## src/rtl/mcu_pkg.sv

```systemverilog
// Shared definitions for the MCU-side target routing slice: target IDs and router state encoding.
package mcu_pkg;

  localparam logic [7:0] TGT_SYS = 8'd0;
  localparam logic [7:0] TGT_HID = 8'd1;
  localparam logic [7:0] TGT_OSD = 8'd2;
  localparam logic [7:0] TGT_SDC = 8'd3;

  typedef enum logic [1:0] {
    ST_IDLE    = 2'd0,
    ST_SELECT  = 2'd1,
    ST_FORWARD = 2'd2,
    ST_DISCARD = 2'd3
  } router_state_t;

endpackage

```

## src/rtl/mcu_frame_timer.sv

```systemverilog
// Frame stall timer: counts cycles while run is high, pulses expired combinationally when it hits TIMEOUT.
// No backpressure; clear has priority over expiry so a strobe on the last cycle keeps the frame alive.
module mcu_frame_timer #(
  parameter int TIMEOUT = 65535
) (
  input  logic clk,
  input  logic reset,
  input  logic clear,
  input  logic run,
  output logic expired
);

  localparam int CW = $clog2(TIMEOUT + 1);

  logic [CW-1:0] cnt;

  assign expired = run && !clear && (cnt == CW'(TIMEOUT));

  always_ff @(posedge clk or posedge reset) begin
    if (reset) begin
      cnt <= '0;
    end else if (clear || expired || !run) begin
      cnt <= '0;
    end else begin
      cnt <= cnt + CW'(1);
    end
  end

endmodule

```

## src/rtl/mcu_target_router.sv

```systemverilog
// Routes framed SPI bytes to a target chosen by the frame's first byte; forward and reply paths are 1-cycle registered.
// No backpressure: every strobe is consumed in its cycle, stalled frames are aborted by the frame timer.
module mcu_target_router
  import mcu_pkg::*;
#(
  parameter int NUM_TARGETS = 4,
  parameter int TIMEOUT     = 65535
) (
  input  logic                     clk,
  input  logic                     reset,
  input  logic                     spi_strobe,
  input  logic                     spi_start,
  input  logic [7:0]               spi_din,
  output logic [7:0]               spi_dout,
  output logic [NUM_TARGETS-1:0]   tgt_strobe,
  output logic                     tgt_start,
  output logic [7:0]               tgt_din,
  input  logic [8*NUM_TARGETS-1:0] tgt_dout,
  input  logic [NUM_TARGETS-1:0]   tgt_int_n,
  output logic                     int_out_n,
  output logic [NUM_TARGETS-1:0]   int_src,
  output logic                     busy,
  output logic [7:0]               err_cnt
);

  localparam int SW = (NUM_TARGETS > 1) ? $clog2(NUM_TARGETS) : 1;

  router_state_t state, state_nxt;
  logic [SW-1:0] sel;

  logic start_stb, data_stb, id_ok, expired;
  logic fwd, fwd_first, err_inc;
  logic [7:0] reply, dout_nxt;
  logic [NUM_TARGETS-1:0] strobe_nxt;

  assign start_stb = spi_strobe && spi_start;
  assign data_stb  = spi_strobe && !spi_start;
  assign id_ok     = ({1'b0, spi_din} < 9'(NUM_TARGETS));

  mcu_frame_timer #(.TIMEOUT(TIMEOUT)) u_timer (
    .clk     (clk),
    .reset   (reset),
    .clear   (spi_strobe),
    .run     (state != ST_IDLE),
    .expired (expired)
  );

  always_ff @(posedge clk or posedge reset) begin
    if (reset) begin
      state <= ST_IDLE;
    end else begin
      state <= state_nxt;
    end
  end

  // A start byte restarts framing from any state; the timer can only fire on strobe-free cycles.
  always_comb begin
    state_nxt = state;
    if (start_stb) begin
      state_nxt = id_ok ? ST_SELECT : ST_DISCARD;
    end else if (expired) begin
      state_nxt = ST_IDLE;
    end else if (data_stb && state == ST_SELECT) begin
      state_nxt = ST_FORWARD;
    end
  end

  always_comb begin
    fwd        = data_stb && (state == ST_SELECT || state == ST_FORWARD);
    fwd_first  = data_stb && (state == ST_SELECT);
    err_inc    = (start_stb && !id_ok) || expired;
    reply      = 8'h00;
    strobe_nxt = '0;
    for (int i = 0; i < NUM_TARGETS; i++) begin
      if (sel == SW'(i)) begin
        reply         = tgt_dout[8*i +: 8];
        strobe_nxt[i] = fwd;
      end
    end
    // The ID byte itself always answers 0x00, even when it opens a valid frame.
    dout_nxt = 8'h00;
    if (!start_stb && (state_nxt == ST_SELECT || state_nxt == ST_FORWARD)) begin
      dout_nxt = reply;
    end
  end

  always_ff @(posedge clk or posedge reset) begin
    if (reset) begin
      sel        <= '0;
      spi_dout   <= 8'h00;
      tgt_strobe <= '0;
      tgt_start  <= 1'b0;
      tgt_din    <= 8'h00;
      int_out_n  <= 1'b1;
      int_src    <= '0;
      err_cnt    <= 8'h00;
    end else begin
      if (start_stb && id_ok) begin
        sel <= spi_din[SW-1:0];
      end
      spi_dout   <= dout_nxt;
      tgt_strobe <= strobe_nxt;
      tgt_start  <= fwd_first;
      if (fwd) begin
        tgt_din <= spi_din;
      end
      int_out_n <= &tgt_int_n;
      int_src   <= ~tgt_int_n;
      if (err_inc && err_cnt != 8'hFF) begin
        err_cnt <= err_cnt + 8'd1;
      end
    end
  end

  assign busy = (state != ST_IDLE);

endmodule

```

## config.mk

```make
export PLATFORM = sky130hd
export DESIGN_NAME = mcu_target_router
export DESIGN_NICKNAME = d
export VERILOG_FILES = /design/src/rtl/mcu_pkg.sv /design/src/rtl/mcu_frame_timer.sv /design/src/rtl/mcu_target_router.sv
export SDC_FILE = /design/constraint.sdc
export NUM_CORES = 1
export LEC_CHECK = 0
export CAP_MARGIN = 20
export CORE_MARGIN = 2
export CORE_UTILIZATION = 41
export CTS_CLUSTER_SIZE = 12
export DETAILED_ROUTE_END_ITERATION = 8
export GPL_ROUTABILITY_DRIVEN = 0
export GPL_TIMING_DRIVEN = 0
export PLACE_DENSITY_LB_ADDON = 0.3
export SYNTH_ARGS = -nofsm -noshare
export SYNTH_HDL_FRONTEND = slang
export SYNTH_SLANG_ARGS = --single-unit
export TNS_END_PERCENT = 30
```

## constraint.sdc

```tcl
create_clock -name clk -period 1.9 [get_ports clk]
set_clock_uncertainty 0.1 [all_clocks]
set_input_delay 0.285 -clock clk [delete_from_list [all_inputs] [get_ports clk]]
set_output_delay 0.285 -clock clk [all_outputs]
set_load 0.02 [all_outputs]
```

Word level (Yosys, flattened, before mapping)
Cells that the tools add are included.
{"block": "word_totals", "ff_bits": 54, "inputBits": 48, "output_inout_bits": 35, "wordCells": 60}
{"block": "op_classes", "add_sub_neg": 2, "magnitude_cmp": 1, "eq_ne": 9, "muxes": 14, "bitwise_logic": 1, "n_reduce_logical": 23}
{"cell": "8-bit two-way mux", "count": 5}
{"cell": "16-bit by 1-bit adder with 16-bit output, second input constant", "count": 1}
{"cell": "16-bit equality test, second input constant", "count": 1}
{"cell": "16-bit two-way mux", "count": 1}
{"cell": "1-bit logical AND", "count": 10}
{"cell": "8-bit by 1-bit adder with 8-bit output, second input constant", "count": 1}
{"cell": "2-bit equality test, second input constant", "count": 4}
{"cell": "8-bit by 3-bit less-than comparator with 1-bit output, second input constant", "count": 1}
{"cell": "2-bit two-way mux", "count": 4}
{"cell": "8-bit inequality test, second input constant", "count": 1}
{"cell": "2-bit by 1-bit equality test with 1-bit output, second input constant", "count": 3}
{"cell": "1-bit logical NOT", "count": 5}
{"cell": "1-bit logical OR", "count": 5}
{"cell": "1-bit two-way mux", "count": 4}
{"cell": "4-bit NOT", "count": 1}
{"cell": "4-bit AND reduction", "count": 1}
{"cell": "2-bit logical NOT", "count": 1}
{"cell": "2-bit nonzero test", "count": 1}

Longest topological paths before layout
Gate-level depths: netlist of the first run.
{"block": "depth", "word_depth": 10, "ltp_mapped": 8, "ltp_nobuf": 7}

Modules after synthesis
From an unflattened synthesis of the first run, not the netlist that was laid out.
{"block": "unflattened", "hier_cells": 222, "area_unflattened_um2": 2527.4}
{"mod": "mcu_target_router", "instances": 1, "cells_per_inst": 139, "area_each_um2": 1695.4, "seq_area_each_um2": 952.2}
{"mod": "mcu_frame_timer", "instances": 1, "cells_per_inst": 83, "area_each_um2": 832.0, "seq_area_each_um2": 400.4}

Least setup slack after synthesis of the first run
No wires, ideal clock.
{"block": "synth_timing", "kind": "reg2reg", "start": "reg state[0]", "end": "reg err_cnt[6]", "setup_ps": 80, "arrival_time_ps": 1807, "required_time_ps": 1720, "setup_slack_ps": -87, "path_stages_with_launch": 9, "path_buffers": 1, "period_less_slack_ps": 1987, "path_cell_list": "dfrtp_1 inv_1 ha_1 or2_1 buf_2 a211oi_1 a22oi_2 nor4b_2 xor2_1"}
{"block": "synth_between", "elab_chain_len": 5}
{"item": "start: declaration", "line_no": "mcu_target_router.sv:28", "rtl": "router_state_t state, state_nxt;"}
{"item": "start signal: assignment", "line_no": "mcu_target_router.sv:52", "rtl": "state <= state_nxt;"}
{"item": "2-bit nonzero test", "line_no": "mcu_target_router.sv:44", "rtl": ".run (state != ST_IDLE),"}
{"item": "1-bit logical AND (2 in series)", "line_no": "mcu_frame_timer.sv:17", "rtl": "assign expired = run && !clear && (cnt == CW'(TIMEOUT));"}
{"item": "1-bit logical OR", "line_no": "mcu_target_router.sv:71", "rtl": "err_inc = (start_stb && !id_ok) || expired;"}
{"item": "1-bit logical AND", "line_no": "mcu_target_router.sv:109", "rtl": "if (err_inc && err_cnt != 8'hFF) begin"}
{"item": "end signal: assignment", "line_no": "mcu_target_router.sv:110", "rtl": "err_cnt <= err_cnt + 8'd1;"}
{"item": "end: declaration", "line_no": "mcu_target_router.sv:23", "rtl": "output logic [7:0] err_cnt"}
Every way passes these cells.
A chain may end at the register's enable or synchronous reset.

Final worst setup path of the first run
{"block": "layout_timing", "start": "reg u_timer.cnt[1]", "end": "reg err_cnt[2]"}
{"block": "layout_between", "elab_chain_len": 4}
{"item": "start: declaration", "line_no": "mcu_frame_timer.sv:15", "rtl": "logic [CW-1:0] cnt;"}
{"item": "start signal: assignment", "line_no": "mcu_frame_timer.sv:25", "rtl": "cnt <= cnt + CW'(1);"}
{"item": "16-bit equality test", "line_no": "mcu_frame_timer.sv:17"}
{"item": "1-bit logical AND", "line_no": "mcu_frame_timer.sv:17"}
{"item": "1-bit logical OR", "line_no": "mcu_target_router.sv:71"}
{"item": "1-bit logical AND", "line_no": "mcu_target_router.sv:109"}
Every way passes these cells.

==> impl_metrics.toml, run 1 <==
[run_status]
status = "complete, no violations"

[logic_synthesis]
ys_seq_area_share_pct = 55.4
synth_area_um2 = 2440
yosysWarnings = 0
synth_nets = 269
synth_cells = 217
synth_edf_count = 0
synthFlopType = "dfrtp_1"
synthArstFlopShare_pct = 100
yosys.cell_types.count = 33
ys_seq_elements = 54
syn_avg_cell_area_um2 = 11.2

[route]
vias_per_cell = 4.81
routedWlPerCell_um = 13.9
firstDrtPassIters = 4
routed_wirelength_um = 5520
ant_nets = 0
first_iter_violations = 89
vias = 1916
drc = 0

[finish]
fin_cells = 398
syn2layout_area_growth_pct = 50.9
drive_gt1_share_pct = 17.6
layout_commonest_cell = "clkdlybuf4s50_1"
finish.net_count = 375
layout_common_cells = "clkdlybuf4s50_1, dfrtp_1, nand2_1, nor2_1, buf_4"
diodes = 0

[worst_setup_path]
critical_path_buf_inv_count = 2
worstRegToRegCells = 8
slowest_delay_ps = 440
cp.arrival_ps = 1940
critPathMaxFanout = 7
crit_path_frequent_cell = "buf_4"
crit_required_ps = 1980
critical_path.top_delay_family = "flip-flops"
cp.depth = 8
worstPathCellList = "ha_4 > nand2_4 > nor4_4 > buf_4 > a22oi_2 > buf_4 > nand2b_4 > xnor2_1"
cp_slowest_cell = "dfrtp_1"
setup.worst_path.start_class = "flop"
crit_type = "flop to flop"
crit_path_end_kind = "flop"

[sta]
timing.fmax_mhz = 539
slew_headroom_pct = 67.7
period_share_pct = 97.6
hold_viol = 0
rsz0062_at_grt = "true"
layout_min_cycle_time_ps = 1860
finalSetupTns_ps = 0
hold_slack_ps = 195
slew_violations = 0
setup_viol = 0
setup_ws_ps = 44.8
tightest_slew_ps = 485

[cts]
clkLatencyLatePin_ps = 300
cts_tree = "done"
htreeDepth = 2
clkTransAtPathRegs_ps = 90
cts.path.max_buffers = 2
cts_sinks = 54
cts_made_buffers = 5
root_buffer = "clkbuf_8"

[grt]
grt_pass1_wl_um = 8530
grt_max_degree = 35
grt_pass1_vias = 1894
antenna_found_initial = 0
grt_overflow = 0
grt_usage_pct = 16.9

[place]
portBuffers = 82
place_inst = 375
post-place-ws_ps = -459
hpwlAfterDp_um = 4010

[floorplanning]
initial_core_util_pct = 41.7
ios = 83
die_w_um = 81.2
num_rows = 28
dieHeight_um = 81.2
core-area_um2 = 5850
die-area_um2 = 6590

[power]
pwr_density_cell_nw_per_um2 = 870
ir_worst_vdd_uv = 586
leakagePower_nw = 1.68

[hold_path]
hp-class = "primary input to flop"
worstHoldPathCells = 3

[run]
maxCapViolations = 0
-- kinds of logic (layout without fill, tap and decap cells) --
group	count (synthesis)	count (layout)	share of synthesized area, %
xor gates and xnor gates	22	22	7.89
AOI/OAI and AO/OA	7	7	2.36
DFF	54	54	55.4
muxes	11	11	8.76
and+or+nand+nor	104	104	21.1
adders and majority gates	4	4	2.05
buffers and inverters	15	121	2.46
-- synthesized netlist by cell type (2+ instances only) --
cell	instances	area, um2
inv_1	10	37.5
nor3_1	2	10.0
nand4_1	4	25.0
dfrtp_1	53	1330
xnor2_1	7	61.3
nand2b_1	2	12.5
nor4_1	2	12.5
mux2_2	3	33.8
and4_1	2	17.5
nand2_1	37	139
nor2b_1	4	25.0
xor2_1	15	131
buf_2	3	15.0
mux4_2	8	180
clkbuf_1	2	7.51
and2b_1	4	30.0
nor3b_1	2	15.0
ha_1	4	50.1
nor2_1	26	97.6
nand3_1	11	55.1
and3_1	4	25.0
-- metal layers --
| layer | GRT usage, % | wire [um] | share of wire [%] |
|---|---|---|---|
| met4 | 7.80 | 124 | 2.2 |
| met3 | 4.89 | 256 | 4.6 |
| met1 | 21.3 | 2320 | 42 |
| met5 | 0 | 0 | 0 |
| met2 | 26.9 | 2820 | 51 |
-- worst min-delay path: cells and delay by family --
kind                   cells  cell delay (ps)
buffers and inverters      1              150
AND/OR/NAND/NOR            2              120
-- through the flow --
stage / utilization [%] / power, mW / area, um2
3_5_place_dp: 57.8 / 2.50 / 3380
3_3_place_gp: 57.4 / 2.47 / 3360
4_1_cts: 61.1 / 3.16 / 3570
6_report: 63.0 / 3.20 / 3680
5_1_grt: 63.0 / 3.38 / 3680
2_1_floorplan: - / 1.98 / 2450
-- final timing paths --
path	to	start	slack, ps
worst min register to register	tgt_din[4]$_DFFE_PP0P_	tgt_din[4]$_DFFE_PP0P_	380
worst max-delay path	err_cnt[2]$_DFFE_PP0P_	u_timer.cnt[1]$_DFF_PP0_	40
min in group asynchronous	spi_dout[4]$_DFF_PP0_	reset	210
worst min-delay path	tgt_din[3]$_DFFE_PP0P_	spi_din[3]	200
worst max register to register	err_cnt[2]$_DFFE_PP0P_	u_timer.cnt[1]$_DFF_PP0_	40
max in group asynchronous	int_out_n$_DFF_PP1_	reset	890
-- layout make-up --
class / count / area (um2)
timing repair buffer: 100 / 975
multi-input combinational: 148 / 1130
fill: 478 / 2170
sequential: 54 / 1350
clock buffer: 7 / 76.3
buffer: 4 / 18.8
inverter: 10 / 37.5
tap: 75 / 93.8
-- flip-flops by register name, summed over array words and instances, names as in the netlist --
name / flops
tgt_strobe: 4
spi_dout: 8
state: 2
int_out_n: 1
err_cnt: 8
u_timer.cnt: 16
tgt_start: 1
int_src: 4
sel: 2
tgt_din: 8
-- power breakdown --
group	total, mW	switching [mW]	internal, mW	leakage [nW]
clock network	0.591	0.336	0.255	0.0383
logic	1.15	0.534	0.614	0.936
registers	1.47	0.141	1.32	0.701
-- timing repair --
item                                    in CTS  in global routing
pin swaps                                   10                 12
setup buffers                                9                  8
hold buffers                                 0                  0
cloned                                       0                  0
endpoints found under the setup margin      32                 35
resized for setup                           13                 14
Note: power is estimated with default switching activity, not from simulation.
==> run 2: changes to the inputs <==
--- a/config.mk
+++ b/config.mk
@@ -6,6 +6,7 @@
 export NUM_CORES = 1
 export LEC_CHECK = 0
 export CAP_MARGIN = 20
+export CORE_ASPECT_RATIO = 1.75
 export CORE_MARGIN = 2
 export CORE_UTILIZATION = 41
 export CTS_CLUSTER_SIZE = 12
@@ -13,6 +14,7 @@
 export GPL_ROUTABILITY_DRIVEN = 0
 export GPL_TIMING_DRIVEN = 0
 export PLACE_DENSITY_LB_ADDON = 0.3
+export SLEW_MARGIN = 10
 export SYNTH_ARGS = -nofsm -noshare
 export SYNTH_HDL_FRONTEND = slang
 export SYNTH_SLANG_ARGS = --single-unit
==> impl_metrics.toml, run 2 (synthesis results as in run 1) <==
[run_status]
status = "complete, no violations"

[floorplanning]
dieHeight_um = 106
initial_core_util_pct = 41.8
num_rows = 37
die_w_um = 62.3
ios = 83
die-area_um2 = 6610
core-area_um2 = 5830

[cts]
cts.path.max_buffers = 2
cts_made_buffers = 5
cts_sinks = 54
cts_tree = "done"
htreeDepth = 2
hold_buffers = 0
root_buffer = "clkbuf_8"
clkLatencyLatePin_ps = 310
clkTransAtPathRegs_ps = 90

[run]
maxCapViolations = 0

[power]
ir_worst_vdd_uv = 590
power_mw = 3.39
leakagePower_nw = 1.70
pwr_density_cell_nw_per_um2 = 908

[sta]
period_share_pct = 97.6
timing.fmax_mhz = 539
setup_ws_ps = 45.0
slew_headroom_pct = 59.7
tightest_slew_ps = 604
layout_min_cycle_time_ps = 1850
slew_violations = 0
setup_viol = 0
rsz0062_at_grt = "true"
hold_viol = 0

[grt]
grt_usage_pct = 18.4
grt_max_degree = 29
grt_overflow = 0
grt_pass1_wl_um = 9600
grt_pass1_vias = 2051
antenna_found_initial = 0

[finish]
seqCellArea_um2 = 1350
syn2layout_area_growth_pct = 53.0
layout_commonest_cell = "clkdlybuf4s50_1"
finish.net_count = 377
fillers = 470
largest_reg_flops = 16
regMostFlops = "u_timer.cnt"
layout_common_cells = "clkdlybuf4s50_1, dfrtp_1, nand2_1, nor2_1, buf_4"
multi_input_area_um2 = 1120
drive_gt1_share_pct = 18.7
diodes = 0

[worst_setup_path]
setup.worst_path.start_class = "flop"
worstRegToRegCells = 6
critPathMaxFanout = 7
r2r_end = "err_cnt[1]$_DFFE_PP0P_"
crit_required_ps = 2010
reg2reg_setup_slack_ps = 50
cp_slowest_cell = "dfrtp_1"
slowest_delay_ps = 430
worstPathCellList = "ha_4 > nand2_2 > nor4_4 > buf_4 > a22oi_2 > mux2_2"
crit_type = "flop to flop"
cp.arrival_ps = 1960
crit_path_end_kind = "flop"
r2r_start = "u_timer.cnt[1]$_DFF_PP0_"

[hold_path]
min_from = "spi_din[3]"
min_to = "tgt_din[3]$_DFFE_PP0P_"
worstHoldPathCells = 3
hp-class = "primary input to flop"

[route]
vias_per_cell = 4.84
first_iter_violations = 71
vias = 1956
routedWlPerCell_um = 14.4
drc = 0
routed_wirelength_um = 5810
ant_nets = 0
firstDrtPassIters = 4

[place]
hpwlAfterDp_um = 4280
post-place-ws_ps = -401
portBuffers = 82
run 2: cell type report:
class                           count  share of cell area, %
Timing Repair Buffer              102                   26.6
Sequential cell                    54                   36.2
Clock inverter                      1                  0.804
Multi-Input combinational cell    148                   29.9
Clock buffer                        7                   2.31
Tap cell                           78                   2.61
Buffer                              4                  0.569
Inverter                           10                   1.00
run 2: routing by layer:
metal	part of all wire, %	GRT usage [%]	vias up
met1	36	19.5	965
met3	3.2	3.28	9
li1	-	-	938
met5	0	0	-
met4	2.2	7.46	0
met2	59	35.4	44
run 2: metrics by stage:
| stage | hold WS (ps) | instances | TNS, ps | instance area [um2] | utilization [%] |
|---|---|---|---|---|---|
| 2_1_floorplan | 256 | 217 | 0 | 2450 | - |
| 3_3_place_gp | 363 | 377 | -49300 | 3360 | 57.7 |
| 3_5_place_dp | 365 | 378 | -6840 | 3380 | 58.0 |
| 4_1_cts | 264 | 394 | -94.7 | 3600 | 61.7 |
| 5_1_grt | 183 | 404 | -314 | 3740 | 64.0 |
| 6_report | 168 | 404 | 0 | 3740 | 64.0 |
run 2: how the worst max path moves through the flow:
| stage | startpoint | to | cells after the start |
|---|---|---|---|
| 4_1_cts | state[0]$_DFF_PP0_ | err_cnt[6]$_DFFE_PP0P_ | 8 |
| 2_1_floorplan | u_timer.cnt[0]$_DFF_PP0_ | spi_dout[2]$_DFF_PP0_ | 6 |
| 5_1_grt | u_timer.cnt[1]$_DFF_PP0_ | err_cnt[2]$_DFFE_PP0P_ | 8 |
| 3_5_place_dp | spi_din[2] | err_cnt[1]$_DFFE_PP0P_ | 5 |
| 6_report | u_timer.cnt[1]$_DFF_PP0_ | err_cnt[1]$_DFFE_PP0P_ | 6 |
| 3_3_place_gp | reset | int_src[2]$_DFF_PP0_ | 2 |
run 2: critical path, delay by kind of cell (launching register included):
| family | cells | cell delay, ps |
|---|---|---|
| AOI/OAI and AO/OA | 1 | 370 |
| adders and majority gates | 1 | 190 |
| buffers and inverters | 1 | 150 |
| DFF | 1 | 430 |
| muxes | 1 | 390 |
| and+or+nand+nor | 2 | 110 |
run 2: timing repair:
item                       4_1_cts  5_1_grt
setup endpoints to repair       35       27
pin swaps                        9       12
setup buffers                    8       11
resized for setup               11       15
run 2: power by group:
part / total, mW / internal [mW] / switching (mW)
sequential: 1.46 / 1.32 / 0.136
clock: 0.789 / 0.430 / 0.360
combinational: 1.14 / 0.611 / 0.533
